$ cat config.mk
export PLATFORM = sky130hd
export DESIGN_NAME = cpu_panel_ctrl
export DESIGN_NICKNAME = d
export VERILOG_FILES = /design/src/rtl/cpu_panel_ctrl.sv
export SDC_FILE = /design/constraint.sdc
export NUM_CORES = 1
export LEC_CHECK = 0
export CELL_PAD_IN_SITES_DETAIL_PLACEMENT = 1
export CELL_PAD_IN_SITES_GLOBAL_PLACEMENT = 1
export CORE_MARGIN = 4
export CORE_UTILIZATION = 44
export CTS_BUF_LIST = sky130_fd_sc_hd__clkbuf_2
export DETAILED_ROUTE_END_ITERATION = 7
export HOLD_SLACK_MARGIN = 0.12
export PLACE_DENSITY = 0.78
export SLEW_MARGIN = 20
export SYNTH_ARGS = -nofsm -noshare
export SYNTH_HDL_FRONTEND = slang
export SYNTH_SLANG_ARGS = --single-unit
$ cat constraint.sdc
create_clock -name CLK -period 2.85 [get_ports CLK]
set_clock_uncertainty 0.15 [all_clocks]
set_input_delay 0.7125 -clock CLK [delete_from_list [all_inputs] [get_ports CLK]]
set_output_delay 0.7125 -clock CLK [all_outputs]
set_load 0.05 [all_outputs]
$ cat src/rtl/cpu_panel_ctrl.sv
// Front-panel controller: synchronised/debounced keys, CPU clock-enable, programming write port.
// Optional PANEL_AUTOINC_EN: prog_addr is loaded on prog_mode entry and auto-increments per write.

module cpu_panel_dbnc #(
    parameter int DEBOUNCE_CYCLES = 250000
) (
    input  logic CLK,
    input  logic nRST,
    input  logic key_n,
    output logic press_ev
);
    localparam int CW = $clog2(DEBOUNCE_CYCLES + 1);
    // Last count is compared one early so that entry into WAIT_PRESS counts as a stable cycle.
    localparam logic [CW-1:0] LAST = CW'(DEBOUNCE_CYCLES - 2);

    typedef enum logic [1:0] {IDLE, WAIT_PRESS, PRESSED, WAIT_RELEASE} dbnc_st_e;

    dbnc_st_e        st_q;
    logic [1:0]      sync_q;
    logic [CW-1:0]   cnt_q;
    logic            ev_q;
    logic            synced;

    assign synced   = sync_q[1];
    assign press_ev = ev_q;

    always_ff @(posedge CLK or negedge nRST) begin
        if (!nRST) begin
            sync_q <= 2'b11;
            st_q   <= IDLE;
            cnt_q  <= '0;
            ev_q   <= 1'b0;
        end else begin
            sync_q <= {sync_q[0], key_n};
            ev_q   <= 1'b0;
            case (st_q)
                IDLE: begin
                    if (!synced) begin
                        st_q  <= WAIT_PRESS;
                        cnt_q <= '0;
                    end
                end
                WAIT_PRESS: begin
                    if (synced) begin
                        st_q <= IDLE;
                    end else if (cnt_q == LAST) begin
                        st_q <= PRESSED;
                        ev_q <= 1'b1;
                    end else begin
                        cnt_q <= cnt_q + CW'(1);
                    end
                end
                PRESSED: begin
                    if (synced) begin
                        st_q  <= WAIT_RELEASE;
                        cnt_q <= '0;
                    end
                end
                WAIT_RELEASE: begin
                    if (!synced) begin
                        st_q <= PRESSED;
                    end else if (cnt_q == LAST) begin
                        st_q <= IDLE;
                    end else begin
                        cnt_q <= cnt_q + CW'(1);
                    end
                end
                default: st_q <= IDLE;
            endcase
        end
    end
endmodule

module cpu_panel_ctrl #(
    parameter int ADDR_W          = 4,
    parameter int DATA_W          = 8,
    parameter int DIV_W           = 16,
    parameter int DEBOUNCE_CYCLES = 250000,
    parameter int CNT_W           = 16
) (
    input  logic              CLK,
    input  logic              nRST,
    input  logic [DIV_W-1:0]  div_sel,
    input  logic              step_mode,
    input  logic              prog_mode,
    input  logic              step_key_n,
    input  logic              write_key_n,
    input  logic [ADDR_W-1:0] sw_addr,
    input  logic [DATA_W-1:0] sw_data,
    input  logic              halt,
    output logic              cpu_clk_en,
    output logic              prog_wen,
    output logic [ADDR_W-1:0] prog_addr,
    output logic [DATA_W-1:0] prog_data,
    output logic [CNT_W-1:0]  cyc_count
);
    localparam int NUM_KEYS = 2;

    logic [NUM_KEYS-1:0] key_n;
    logic [NUM_KEYS-1:0] key_ev;
    logic                step_ev;
    logic                write_ev;

    assign key_n    = {write_key_n, step_key_n};
    assign step_ev  = key_ev[0];
    assign write_ev = key_ev[1];

    generate
        for (genvar g = 0; g < NUM_KEYS; g++) begin : g_key
            cpu_panel_dbnc #(.DEBOUNCE_CYCLES(DEBOUNCE_CYCLES)) u_dbnc (
                .CLK      (CLK),
                .nRST     (nRST),
                .key_n    (key_n[g]),
                .press_ev (key_ev[g])
            );
        end
    endgenerate

    logic [DIV_W-1:0]  div_cnt_q, div_cnt_d;
    logic              en_q, en_d;
    logic [CNT_W-1:0]  cyc_q, cyc_d;
    logic              step_mode_q;
    logic              wen_q, wen_d;
    logic [ADDR_W-1:0] addr_q, addr_d;
    logic [DATA_W-1:0] data_q, data_d;
    logic              blocked;

    assign blocked = prog_mode | halt;

    always_comb begin
        div_cnt_d = div_cnt_q;
        en_d      = 1'b0;
        if (blocked || step_mode || (step_mode != step_mode_q)) begin
            div_cnt_d = '0;
            en_d      = !blocked && step_mode && step_ev;
        end else if (div_cnt_q == div_sel) begin
            div_cnt_d = '0;
            en_d      = 1'b1;
        end else begin
            // A div_sel lowered below the count lets it wrap rather than pulse early.
            div_cnt_d = div_cnt_q + DIV_W'(1);
        end

        cyc_d = cyc_q;
        if (en_d && (cyc_q != {CNT_W{1'b1}}))
            cyc_d = cyc_q + CNT_W'(1);
    end

`ifdef PANEL_AUTOINC_EN
    logic prog_mode_q;

    always_comb begin
        wen_d  = prog_mode && write_ev;
        addr_d = addr_q;
        data_d = data_q;
        if (wen_q)
            addr_d = addr_q + ADDR_W'(1);
        if (prog_mode && !prog_mode_q)
            addr_d = sw_addr;
        if (wen_d)
            data_d = sw_data;
    end

    always_ff @(posedge CLK or negedge nRST) begin
        if (!nRST) prog_mode_q <= 1'b0;
        else       prog_mode_q <= prog_mode;
    end
`else
    always_comb begin
        wen_d  = prog_mode && write_ev;
        addr_d = addr_q;
        data_d = data_q;
        if (wen_d) begin
            addr_d = sw_addr;
            data_d = sw_data;
        end
    end
`endif

    always_ff @(posedge CLK or negedge nRST) begin
        if (!nRST) begin
            div_cnt_q   <= '0;
            en_q        <= 1'b0;
            cyc_q       <= '0;
            step_mode_q <= 1'b0;
            wen_q       <= 1'b0;
            addr_q      <= '0;
            data_q      <= '0;
        end else begin
            div_cnt_q   <= div_cnt_d;
            en_q        <= en_d;
            cyc_q       <= cyc_d;
            step_mode_q <= step_mode;
            wen_q       <= wen_d;
            addr_q      <= addr_d;
            data_q      <= data_d;
        end
    end

    assign cpu_clk_en = en_q;
    assign cyc_count  = cyc_q;
    assign prog_wen   = wen_q;
    assign prog_addr  = addr_q;
    assign prog_data  = data_q;
endmodule

# --- After elaboration in Yosys (flattened, before gate mapping) ---
# Index checks and enable logic that the tools add are counted.
totals:
  wordCells: 92
  latchBits: 0
  rom_bits: 0
  inputBits: 35
  ram_bits: 0
  out_inout_bits: 30
  register_bits: 93
  memories: 0
op_classes:
  multipliers: 0
  n_lt_le_gt_ge: 0
  n_shift: 0
  n_addsub: 4
  n_reduce_logical: 13
  n_eq_ne: 23
  mux: 36
  bitwise_logic: 1
  div_mod_pow: 0
op_table:
  columns: ["cell", "count"]
  rows:
  - ["2-to-1 mux 18 bit", 10]
  - ["one-hot mux 18 bit (4 select lines)", 2]
  - ["adder 18 x 1 -> 18 bit (second input constant)", 2]
  - ["== test 18 bit (second input constant)", 2]
  - ["adder 16 x 1 -> 16 bit (second input constant)", 2]
  - ["2-to-1 mux 16 bit", 2]
  - ["2-to-1 mux 2 bit", 12]
  - ["== test 16 bit", 1]
  - ["!= test 16 bit (second input constant)", 1]
  - ["one-hot mux 2 bit (4 select lines)", 2]
  - ["AND reduction 4 bit", 4]
  - ["== test 2 bit (second input constant)", 4]
  - ["2-to-1 mux 1 bit", 8]
  - ["!= test 2 x 1 -> 1 bit (second input constant)", 4]
  - ["!= test 2 bit (second input constant)", 4]
  - ["!= test 3 x 1 -> 1 bit (second input constant)", 2]
  - ["!= test 3 bit (second input constant)", 2]
  - ["== test 2 x 1 -> 1 bit (second input constant)", 2]
  - ["logical AND 1 bit", 4]
  - ["zero test 2 bit", 2]
  - ["logical OR 1 bit", 2]
  - ["zero test 1 bit", 1]
  - ["!= test 1 bit", 1]
  - ["OR 1 bit", 1]

# --- Longest topological paths before layout ---
# Gate-level depths: netlist of the first run.
depth:
  ltp_word: 6
  depth_mapped: 9
  ltp_nobuf: 8

# --- By module ---
# A second synthesis of the first run with hierarchy kept.
unflattened:
  cells_unflattened: 457
  hier_area_um2: 4783.3
by_module_without_submodules:
  columns: ["mod", "area_each_um2", "cells_each", "n_inst", "seq_area_each_um2"]
  rows:
  - ["cpu_panel_dbnc", 1232.4, 127, 2, 578.1]
  - ["cpu_panel_ctrl", 2318.5, 203, 1, 1176.1]

# --- Worst setup path before layout of the first run ---
# OpenSTA, ideal clock, no wires.
synth_path:
  kind: "input -> register"
  startpoint: "input port div_sel[15]"
  endpoint: "register cyc_q[13] (netlist: cyc_count[13])"
  setup_ps: 142
  setup_slack_ps: 528
  stages: 7
  t_arrival_ps: 2030
  required_time_ps: 2558
  path_buffers: 1
  path_cell_list: "xor2_1 nor4_1 nand4_1 a21oi_2 buf_2 nand3_1 xnor2_1"
synth_via:
  elab_chain_cells: 4
synth_lines:
  columns: ["element", "line_no", "source"]
  rows:
  - ["start: declaration", "83", "input logic [DIV_W-1:0] div_sel,"]
  - ["== test 16 bit", "136", "end else if (div_cnt_q == div_sel) begin"]
  - ["2-to-1 mux 1 bit", "136", null]
  - ["2-to-1 mux 1 bit", "133", "if (blocked || step_mode || (step_mode != step_mode_q)) begin"]
  - ["logical AND 1 bit", "145", "if (en_d && (cyc_q != {CNT_W{1'b1}}))"]
  - ["end signal: assignment", "192", "cyc_q <= cyc_d;"]
  - ["end: declaration", "121", "logic [CNT_W-1:0] cyc_q, cyc_d;"]
# Every way passes these cells.
# A chain may end at the register's enable or synchronous reset.

# --- Final worst setup path of the first run ---
layout_path:
  startpoint: "register cyc_q[7] (netlist: cyc_count[7])"
  endpoint: "output port cyc_count[7]"
layout_lines:
  columns: ["element", "line_no", "source"]
  rows:
  - ["end: declaration", "95", "output logic [CNT_W-1:0] cyc_count"]
# No word-level cell between the ends.

==> results_dict.tcl, run 1 <==
set metrics [dict create \
    r2r_setup_slack_ns 0.47 \
    cp_data_required_time_ns 1.99 \
    std_cell_rows 36 \
    maxCapViolations 0 \
    cts_tree "yes" \
    layout_worst_path_cycle_share 0.961 \
    path_depth 1 \
    antenna_violations_before_repair 0 \
    setup.worst_path.start_class "flop" \
    dominantRegCellSynth "dfrtp_1" \
    worst_supply_voltage_drop_on_vdd_v 0.000338 \
    ctsRootBufferMaster "clkbuf_2" \
    post-place-cells 622 \
    grt_pass1_wl_um 18100 \
    grtUsageTotal 0.195 \
    grtUsageMet2 0.310 \
    yosysWarnings 0 \
    synth_async_sr_flop_share 1.00 \
    tightestPinTransition_ns 0.762 \
    top_level_ports 65 \
    critPathArrivalTime_ns 1.88 \
    die_x_um 109 \
    area_growth_syn_to_layout_pct 23.3 \
    cellLeakagePower_uw 0.00256 \
    most_instantiated_library_cell_after_synthesis "dfrtp_1" \
    maximum_clock_frequency_mhz 365 \
    fp.coreArea_um2 9820 \
    power.density_nw_per_um2 446 \
    number_of_buffers_inserted_during_clock_tree_synthesis 9 \
    whs_path_depth 0 \
    clkSlewWorstSetupHoldPaths_ns 0.24 \
    global_route.usage.met3 0.0539 \
    synth_edf_count 0 \
    yosys.area_share.simple 0.221 \
    synth_area_per_cell_um2 10.4 \
    synthCells 429 \
    timing_max_transition_violations_final 0 \
    run_status "finished clean" \
    cpMaxStageDelayCell "clkdlybuf4s50_1" \
    worstPathMaxFanout 4 \
    finalWorstSetupSlack_ns 0.112 \
    area_share_of_xor_xnor_cells_in_the_synthesized_design 0.128 \
    chipHeight_um 109 \
    library_cell_occupying_the_most_area_in_the_post_synthesis_netlist "dfrtp_1" \
    cp-end-kind "primary output" \
    cp_cell_sequence "clkdlybuf4s50_1" \
    detailed_place.area_um2 5290 \
    final.min_clock_period_ns 2.74 \
    first_iteration_detailed_routing_drc_count 134 \
    synth-adder-area-share 0.0168 \
    via_count_of_the_first_global_routing_pass 3659 \
    globalRouteOverflowTotal 0 \
    detailedRoute.firstPassIterationCount 4 \
    critical_path_class "reg2out" \
    drc_errors 0 \
    via_per_inst 5.27 \
    place.gp.congestion 0.839 \
    maximum_number_of_pins_on_one_net_before_global_route_repair 46 \
    crit_buf_inv 1 \
    startpoint "cyc_count[7]" \
    cts-htree-levels 3 \
    regToRegStartpoint "g_key[0].u_dbnc.cnt_q[10]" \
    placed_wire_length_estimate_after_detailed_placement_um 7750 \
    r2r_cells 6 \
    antenna_left 0 \
    global_route.usage.met1 0.263 \
    yosys.cell_types.count 43 \
    grt_busiest_layer "met2" \
    finalCoreUtilization 0.560 \
    postLayoutCellArea_um2 5500 \
    placement.setup.worst_slack_ns -0.0678 \
    max-clock-path-buffers 2 \
    die_area_um2 11800 \
    worst_slew_margin_rel 0.489 \
    post_synth_most_frequent_cells "89 x dfrtp_1, 48 x nor2_1, 40 x xor2_1, 37 x nand2_1, 27 x nand3_1" \
    synthDominantCellAreaShare 0.499 \
    critical_path.reg2reg.endpoint "g_key[0].u_dbnc.cnt_q[4]" \
    ys_seq_area_frac 0.523 \
    post_synth_instance_area_um2 4460 \
    postRouteWirelength_um 10500 \
    rsz0062_at_grt "no" \
    crit_path_end "cyc_count[7]" \
    worst_path_largest_cell_delay_ns 0.84 \
    synth_seq_cells 93 \
    cts_setup_buffers 0 \
    wire_per_inst_um 16.4 \
    num-nets-final 542 \
    setup_violations 0 \
    port-buffer-count 64 \
    synth_fp_nets 470 \
    final_cell_count_no_fill 639 \
    main_combinational_cell_family_by_area_after_synthesis "simple AND/OR/NAND/NOR gates" \
    synthesized_area_fraction_occupied_by_ao_oa_aoi_and_oai_cells 0.0527 \
    antennaDiodeCount 0 \
    clock_latency_ns 0.59 \
    cts_sinks 93 \
    synth.top_cells.by_area "dfrtp_1 50%, xor2_1 7.9%, xnor2_1 4.9%" \
    drive_above_1_share 0.0968 \
    critical-path-top-delay-family "buffers and inverters" \
    via_count 3369 \
    muxShareOfSynthArea 0.0398 \
    timing.hold.worst.class "reg2reg" \
    floorplan.initialDensity 0.454 \
    final-hold-violation-count 0 \
]
## power by group
group | switching [uW] | internal (uW)
combinational | 80.2 | 79.8
sequential | 33.8 | 1350
clock | 440 | 470
## worst min path at each step
stage / start / endpoint
after global placement: g_key[1].u_dbnc.sync_q[0] / g_key[1].u_dbnc.sync_q[1]
after global routing: g_key[0].u_dbnc.sync_q[0] / g_key[0].u_dbnc.sync_q[1]
after CTS: g_key[0].u_dbnc.sync_q[0] / g_key[0].u_dbnc.sync_q[1]
final: g_key[0].u_dbnc.sync_q[0] / g_key[0].u_dbnc.sync_q[1]
after floorplan: g_key[0].u_dbnc.sync_q[0] / g_key[0].u_dbnc.sync_q[1]
after detailed placement: g_key[1].u_dbnc.sync_q[0] / g_key[1].u_dbnc.sync_q[1]
## layout by cell type (no fill, tap or decap), types with 10 or more instances in the layout
master,instances
nor2_1,48
nand4_1,17
xnor2_1,25
nand3_1,27
mux2_2,14
a21oi_1,10
xor2_1,40
clkbuf_2,11
and3_1,20
clkdlybuf4s50_1,57
o21ai_0,17
nor3_1,14
nand2_1,37
dfrtp_1,89
## kinds of logic after synthesis
logic type                 Yosys count
adders and majority gates            6
buffers and inverters               17
DFF                                 93
xor gates and xnor gates            65
muxes                               16
and+or+nand+nor                    193
AOI/OAI and AO/OA                   39
## worst register-to-register path, cell delays in order, from the launching register on
cell,delay (ns)
dfrtp_1,0.48
or4_1,0.53
nor3_1,0.31
a31oi_1,0.34
nand4_1,0.22
xor2_1,0.17
nor2_1,0.06
## layout make-up
cell class | instances | area (um2)
clock buffer | 11 | 55.1
clock inverter | 5 | 124
fill | 1110 | 4320
inverter | 6 | 22.5
multi-input combinational | 319 | 2040
sequential | 93 | 2330
tap | 133 | 166
timing repair buffer | 72 | 753
## state kept, by name (all words and copies together) (netlist names), named ones only
signal,count
cyc_count,16
prog_wen,1
step_mode_q,1
prog_addr,4
cpu_clk_en,1
g_key.u_dbnc.st_q,2
div_cnt_q,16
g_key.u_dbnc.sync_q,4
g_key.u_dbnc.cnt_q,36
g_key.u_dbnc.press_ev,2
prog_data,8
## routing by layer
metal / share of wire / wire [um]
met5: 0 / 0
met4: 0.014 / 147
met3: 0.042 / 438
met2: 0.47 / 4960
met1: 0.47 / 4920
## metrics by stage
step | setup TNS (ns) | hold slack, ns | total power [uW]
after floorplan | 0 | 0.195 | 1450
after global placement | -0.00596 | 0.197 | 1560
after detailed placement | -0.152 | 0.199 | 1560
after CTS | 0 | 0.214 | 2490
after global routing | 0 | 0.232 | 2570
final | 0 | 0.213 | 2450
## repair_timing
action                                 in CTS  in global routing
resized for setup                           0                  6
setup endpoints to repair                   0                  6
hold buffers                                1                  0
endpoints found under the hold margin      39                  0
No activity file was read; power rests on OpenSTA's default activity.
==> run 2, diff against run 1 <==
REMOVE_ABC_BUFFERS = 1   (was unset)
==> run 2 against run 1 <==
  * Cell count is 0.16% higher
  * Core utilization is 1.1 points lower
  * Critical path type unchanged
  * Count of clock-buffer cells in the layout is 1 higher
  * Largest power group unchanged
  * Global-route usage is 0.61 points lower
  * Critical path depth stayed put
  * Non-clock buffer count is 2 higher
  * Sequential cell count stayed put
  * Via count is 3.6% higher
  * Final area is 2.0% lower
  * Die area stayed put
  * Clock power is 41% lower
  * Largest cell class unchanged
  * Hold slack better by 0.026 ns
==> results_dict.tcl, run 2 (synthesis results as in run 1) <==
set metrics [dict create \
    via_count 3489 \
    maximum_number_of_pins_on_one_net_before_global_route_repair 42 \
    timing_max_transition_violations_final 0 \
    whs_ns 0.238 \
    cts_sinks 93 \
    grt_pass1_wl_um 17800 \
    regMostFlops "g_key.u_dbnc.cnt_q" \
    wire_per_inst_um 16.1 \
    highest_layer "met4" \
    run_status "finished clean" \
    postLayoutCellArea_um2 5390 \
    largest_register_ff_count 36 \
    power_uw 2070 \
    regToRegStartpoint "g_key[0].u_dbnc.cnt_q[10]" \
    cp_cell_sequence "clkdlybuf4s50_1" \
    setup_violations 0 \
    path_depth 1 \
    regArea_um2 2330 \
    met3_length_um 365 \
    place.gp.congestion 0.788 \
    crit_path_end "cyc_count[10]" \
    floorplan.initialDensity 0.454 \
    final.fill_count 1146 \
    area_growth_syn_to_layout_pct 20.8 \
    final-hold-violation-count 0 \
    crit_buf_inv 1 \
    worstPathMaxFanout 5 \
    clkSlewWorstSetupHoldPaths_ns 0.24 \
    timing.hold.worst.class "reg2reg" \
    antennaDiodeCount 0 \
    rsz0062_at_grt "no" \
    via_per_inst 5.45 \
    clock_latency_ns 0.55 \
    drc_errors 0 \
    setup.worst_path.start_class "flop" \
    worst_path_largest_cell_delay_ns 0.84 \
    whs_path_depth 0 \
    detailed_place.area_um2 5300 \
    cp-end-kind "primary output" \
    startpoint "cyc_count[10]" \
    die_x_um 109 \
    number_of_buffers_inserted_during_clock_tree_synthesis 9 \
    r2r_setup_slack_ns 0.54 \
    cts-htree-levels 3 \
    maxCapViolations 0 \
    globalRouteOverflowTotal 0 \
    wirelength_met1_um 4660 \
    max-clock-path-buffers 2 \
    critical_path_class "reg2out" \
    layout_common_cells "89 x dfrtp_1, 61 x clkdlybuf4s50_1, 48 x nor2_1, 40 x xor2_1, 37 x nand2_1" \
    worst_slew_margin_rel 0.486 \
    layout_commonest_cell "dfrtp_1" \
    antenna_violations_before_repair 0 \
    via_count_of_the_first_global_routing_pass 3713 \
    finalWorstSetupSlack_ns 0.118 \
    layout_worst_path_cycle_share 0.959 \
    r2r_cells 6 \
    first_iteration_detailed_routing_drc_count 89 \
    cpMaxStageDelayCell "clkdlybuf4s50_1" \
    ctsRootBufferMaster "clkbuf_2" \
    postRouteWirelength_um 10300 \
    port-buffer-count 64 \
    tightestPinTransition_ns 0.767 \
    chipHeight_um 109 \
    cp_data_required_time_ns 1.99 \
    fp.coreArea_um2 9820 \
    drive_above_1_share 0.0986 \
    multi_input_comb_area_um2 2040 \
    antenna_left 0 \
    cts_tree "yes" \
    fin_setup_tns_ns 0 \
    die_area_um2 11800 \
    met2RoutedLength_um 5020 \
    placed_wire_length_estimate_after_detailed_placement_um 7770 \
    critical-path-top-delay-family "buffers and inverters" \
    top_level_ports 65 \
    num-nets-final 544 \
    worst_supply_voltage_drop_on_vdd_v 0.000167 \
    placement.setup.worst_slack_ns -0.0456 \
    maximum_clock_frequency_mhz 366 \
    std_cell_rows 36 \
    grtUsageTotal 0.189 \
    critical_path.reg2reg.endpoint "g_key[0].u_dbnc.cnt_q[11]" \
    detailedRoute.firstPassIterationCount 4 \
    critPathArrivalTime_ns 1.87 \
    final.min_clock_period_ns 2.73 \
    power.density_nw_per_um2 385 \
    cellLeakagePower_uw 0.00244 \
]
==> run 2: changes by cell type in the layout (fill, tap and decap cells not counted), sizes merged <==
| cell | change |
|---|---|
| bufinv | -4 |
| clkdlybuf4s50 | +4 |
| dlymetal6s2s | -4 |
| buf | +2 |
| clkinv | +2 |
| clkbuf | +1 |
==> run 2: power breakdown <==
part	total (uW)	internal (uW)	switching, uW
clock	534	116	418
combinational	159	79.5	79.9
sequential	1380	1350	34.4
total	2070	1540	532
==> run 2: cell type report <==
| type | count | share of cell area |
|---|---|---|
| sequential | 93 | 0.433 |
| multi-input combinational | 319 | 0.380 |
| timing repair buffer | 74 | 0.138 |
| tap | 133 | 0.0309 |
| clock buffer | 12 | 0.0112 |
| inverter | 6 | 0.00418 |
| clock inverter | 3 | 0.00256 |
==> run 2: worst min-delay path by stage <==
| stage | endpoint | start |
|---|---|---|
| after global routing | g_key[0].u_dbnc.sync_q[1] | g_key[0].u_dbnc.sync_q[0] |
| after global placement | g_key[0].u_dbnc.sync_q[1] | g_key[0].u_dbnc.sync_q[0] |
| after floorplan | g_key[0].u_dbnc.sync_q[1] | g_key[0].u_dbnc.sync_q[0] |
| final | g_key[0].u_dbnc.sync_q[1] | g_key[0].u_dbnc.sync_q[0] |
| after CTS | g_key[1].u_dbnc.sync_q[1] | g_key[1].u_dbnc.sync_q[0] |
| after detailed placement | g_key[1].u_dbnc.sync_q[1] | g_key[1].u_dbnc.sync_q[0] |
==> run 2: timing repair <==
item | 4_1_cts | 5_1_grt
gates resized for setup | 0 | 2
hold buffers | 1 | 0
setup endpoints to repair | 0 | 2
endpoints found under the hold margin | 39 | 0
setup buffers | 0 | 0
==> run 2: routing by layer <==
layer	vias to the layer above	global-route usage
met1	1755	0.250
met3	19	0.0314
met4	0	0.0784
met2	61	0.310
li1	1654	-
met5	-	0
==> run 2: through the flow <==
| stage | util | cells |
|---|---|---|
| detailed placement | 0.539 | 624 |
| finish | 0.548 | 640 |
| CTS | 0.548 | 640 |
| floorplan | - | 418 |
| global placement | 0.539 | 624 |
| global route | 0.548 | 640 |
==> run 3, diff against run 2 <==
CORE_UTILIZATION = 45   (was 44)
CTS_CLUSTER_DIAMETER = 120   (was unset)
GPL_ROUTABILITY_DRIVEN = 0   (was unset)
PLACE_DENSITY = 0.79   (was 0.78)
SYNTH_HIERARCHICAL = 1   (was unset)
==> run 3 against run 2 <==
  * Final area increased by 6.6%
  * Total power increased by 8.1%
  * Sequential cell count unchanged
  * Non-clock buffer count increased by 3
  * Die area increased by 4.5%
  * Critical path depth unchanged
  * Via count increased by 7.8%
  * Core utilization increased by 0.79 points
  * Wire length increased by 14%
  * Critical path type unchanged
  * Hold slack got worse by 0.041 ns
  * Critical endpoint is now cyc_count[5]
  * Sequential share of layout area decreased by 2.7 points
  * Highest routed layer unchanged
==> results_dict.tcl, run 3 <==
set metrics [dict create \
    num-nets-final 572 \
    detailedRoute.firstPassIterationCount 4 \
    largest_register_ff_count 36 \
    via_per_inst 5.60 \
    highest_layer "met4" \
    cts_sinks 93 \
    worst_path_largest_cell_delay_ns 0.83 \
    cts_setup_buffers 0 \
    maximum_number_of_pins_on_one_net_before_global_route_repair 44 \
    post_synth_most_frequent_cells "89 x dfrtp_1, 39 x xor2_1, 35 x nor2_1, 33 x nand2_1, 23 x nand3_1" \
    cts-htree-levels 3 \
    regArea_um2 2330 \
    r2r_setup_slack_ns 0.34 \
    floorplan.initialDensity 0.463 \
    finalWorstSetupSlack_ns 0.130 \
    multi_input_comb_area_um2 2290 \
    met3_length_um 352 \
    critical_path_class "reg2out" \
    cellLeakagePower_uw 0.00273 \
    path_depth 1 \
    drive_above_1_share 0.119 \
    ys_seq_area_frac 0.488 \
    main_combinational_cell_family_by_area_after_synthesis "simple AND/OR/NAND/NOR gates" \
    antennaDiodeCount 0 \
    synth_area_per_cell_um2 10.5 \
    setup_violations 0 \
    post_synth_instance_area_um2 4780 \
    first_iteration_detailed_routing_drc_count 172 \
    die_x_um 111 \
    top_level_ports 65 \
    area_share_of_xor_xnor_cells_in_the_synthesized_design 0.0787 \
    library_cell_occupying_the_most_area_in_the_post_synthesis_netlist "dfrtp_1" \
    met2RoutedLength_um 5900 \
    layout_commonest_cell "dfrtp_1" \
    regMostFlops "g_key.u_dbnc/cnt_q" \
    final-hold-violation-count 0 \
    max-clock-path-buffers 2 \
    synth.top_cells.by_area "dfrtp_1 47%, xor2_1 7.1%, mux2_2 2.8%" \
    globalRouteOverflowTotal 0 \
    final.fill_count 1155 \
    cpMaxStageDelayCell "clkdlybuf4s50_1" \
    synthDominantCellAreaShare 0.466 \
    synthesized_area_fraction_occupied_by_ao_oa_aoi_and_oai_cells 0.0944 \
    grtUsageTotal 0.200 \
    rsz0062_at_grt "no" \
    fp.coreArea_um2 10300 \
    dominantRegCellSynth "dfrtp_1" \
    synth_edf_count 0 \
    whs_path_depth 0 \
    final.min_clock_period_ns 2.72 \
    worstPathMaxFanout 4 \
    r2r_cells 6 \
    drc_errors 0 \
    placement.setup.worst_slack_ns -0.0763 \
    placed_wire_length_estimate_after_detailed_placement_um 8750 \
    yosys.area_share.simple 0.242 \
    most_instantiated_library_cell_after_synthesis "dfrtp_1" \
    worst_slew_margin_rel 0.536 \
    grt_pass1_wl_um 20600 \
    antenna_violations_before_repair 0 \
    synth-adder-area-share 0.0157 \
    whs_ns 0.198 \
    yosys.cell_types.count 46 \
    crit_buf_inv 1 \
    wirelength_met1_um 5360 \
    layout_common_cells "89 x dfrtp_1, 54 x clkdlybuf4s50_1, 39 x xor2_1, 35 x nor2_1, 33 x nand2_1" \
    critical-path-top-delay-family "buffers and inverters" \
    wire_per_inst_um 17.5 \
    cts_tree "yes" \
    number_of_buffers_inserted_during_clock_tree_synthesis 9 \
    chipHeight_um 111 \
    clock_latency_ns 0.55 \
    synth_seq_cells 93 \
    setup.worst_path.start_class "flop" \
    power_uw 2240 \
    synthCells 457 \
    timing_max_transition_violations_final 0 \
    cp_data_required_time_ns 1.99 \
    layout_worst_path_cycle_share 0.954 \
    worst_supply_voltage_drop_on_vdd_v 0.000217 \
    run_status "finished clean" \
    power.density_nw_per_um2 390 \
    critPathArrivalTime_ns 1.86 \
    postRouteWirelength_um 11800 \
    die_area_um2 12300 \
    std_cell_rows 37 \
    via_count_of_the_first_global_routing_pass 4043 \
    yosysWarnings 6 \
    synth_async_sr_flop_share 1.00 \
    clkSlewWorstSetupHoldPaths_ns 0.29 \
    muxShareOfSynthArea 0.0476 \
    antenna_left 0 \
    tightestPinTransition_ns 0.690 \
    fin_setup_tns_ns 0 \
    timing.hold.worst.class "reg2reg" \
    cp-end-kind "primary output" \
    area_growth_syn_to_layout_pct 20.1 \
    via_count 3762 \
    ctsRootBufferMaster "clkbuf_2" \
    cp_cell_sequence "clkdlybuf4s50_1" \
    port-buffer-count 64 \
    maximum_clock_frequency_mhz 368 \
    maxCapViolations 0 \
]
## run 3: power breakdown
group	internal (uW)	switching [uW]	leakage, uW	total (uW)
Clock	209	461	0.0000743	670
Combinational	85.0	97.2	0.00139	182
Sequential	1350	38.7	0.00127	1390
## run 3: through the flow
stage          area, um2   util  cells
2_1_floorplan       4680      -    443
6_report            5740  0.556    672
3_3_place_gp        5590  0.541    655
3_5_place_dp        5590  0.541    655
4_1_cts             5720  0.554    672
5_1_grt             5740  0.556    672
## run 3: final timing paths
| check | end | start |
|---|---|---|
| max | cyc_count[5] | cyc_count[5] |
| min | g_key[1].u_dbnc/sync_q[1] | g_key[1].u_dbnc/sync_q[0] |
| max in group asynchronous | g_key[0].u_dbnc/sync_q[1] | nRST |
| min reg2reg | g_key[1].u_dbnc/sync_q[1] | g_key[1].u_dbnc/sync_q[0] |
| max reg2reg | cyc_count[1] | cyc_count[0] |
| min in group asynchronous | div_cnt_q[12] | nRST |
## run 3: routing by layer
layer / vias to the layer above / GRT usage
met3: 10 / 0.0404
met2: 57 / 0.333
li1: 1798 / -
met4: 0 / 0.0560
met5: - / 0
met1: 1897 / 0.265
## run 3: final cells by class
cell class,count,share of cell area
sequential,93,0.406
clock inverter,7,0.0129
tap,136,0.0296
multi-input combinational,335,0.399
inverter,15,0.00980
timing repair buffer,77,0.135
clock buffer,9,0.00784
## run 3: cells by family (layout without fill, tap and decap cells)
group                    after synthesis  in the layout
AND/OR/NAND/NOR                      195            195
XOR/XNOR                              43             43
AO/OA/AOI/OAI                         70             70
adder cells (fa/ha/maj)                6              6
buffers and inverters                 29            108
multiplexers                          21             21
flip-flops                            93             93
## run 3: worst register-to-register path, stage by stage (launching register included)
cell and delay [ns]:
dfrtp_1 0.47, ha_1 0.23, nand2_1 0.12, nor2_1 0.36
nand3_1 0.24, a31oi_4 0.49, mux2_1 0.37
## run 3: what timing repair did
item	in CTS	in global routing
resized for setup	0	9
hold buffers	1	0
hold endpoints to repair	25	0
endpoints found under the setup margin	0	9
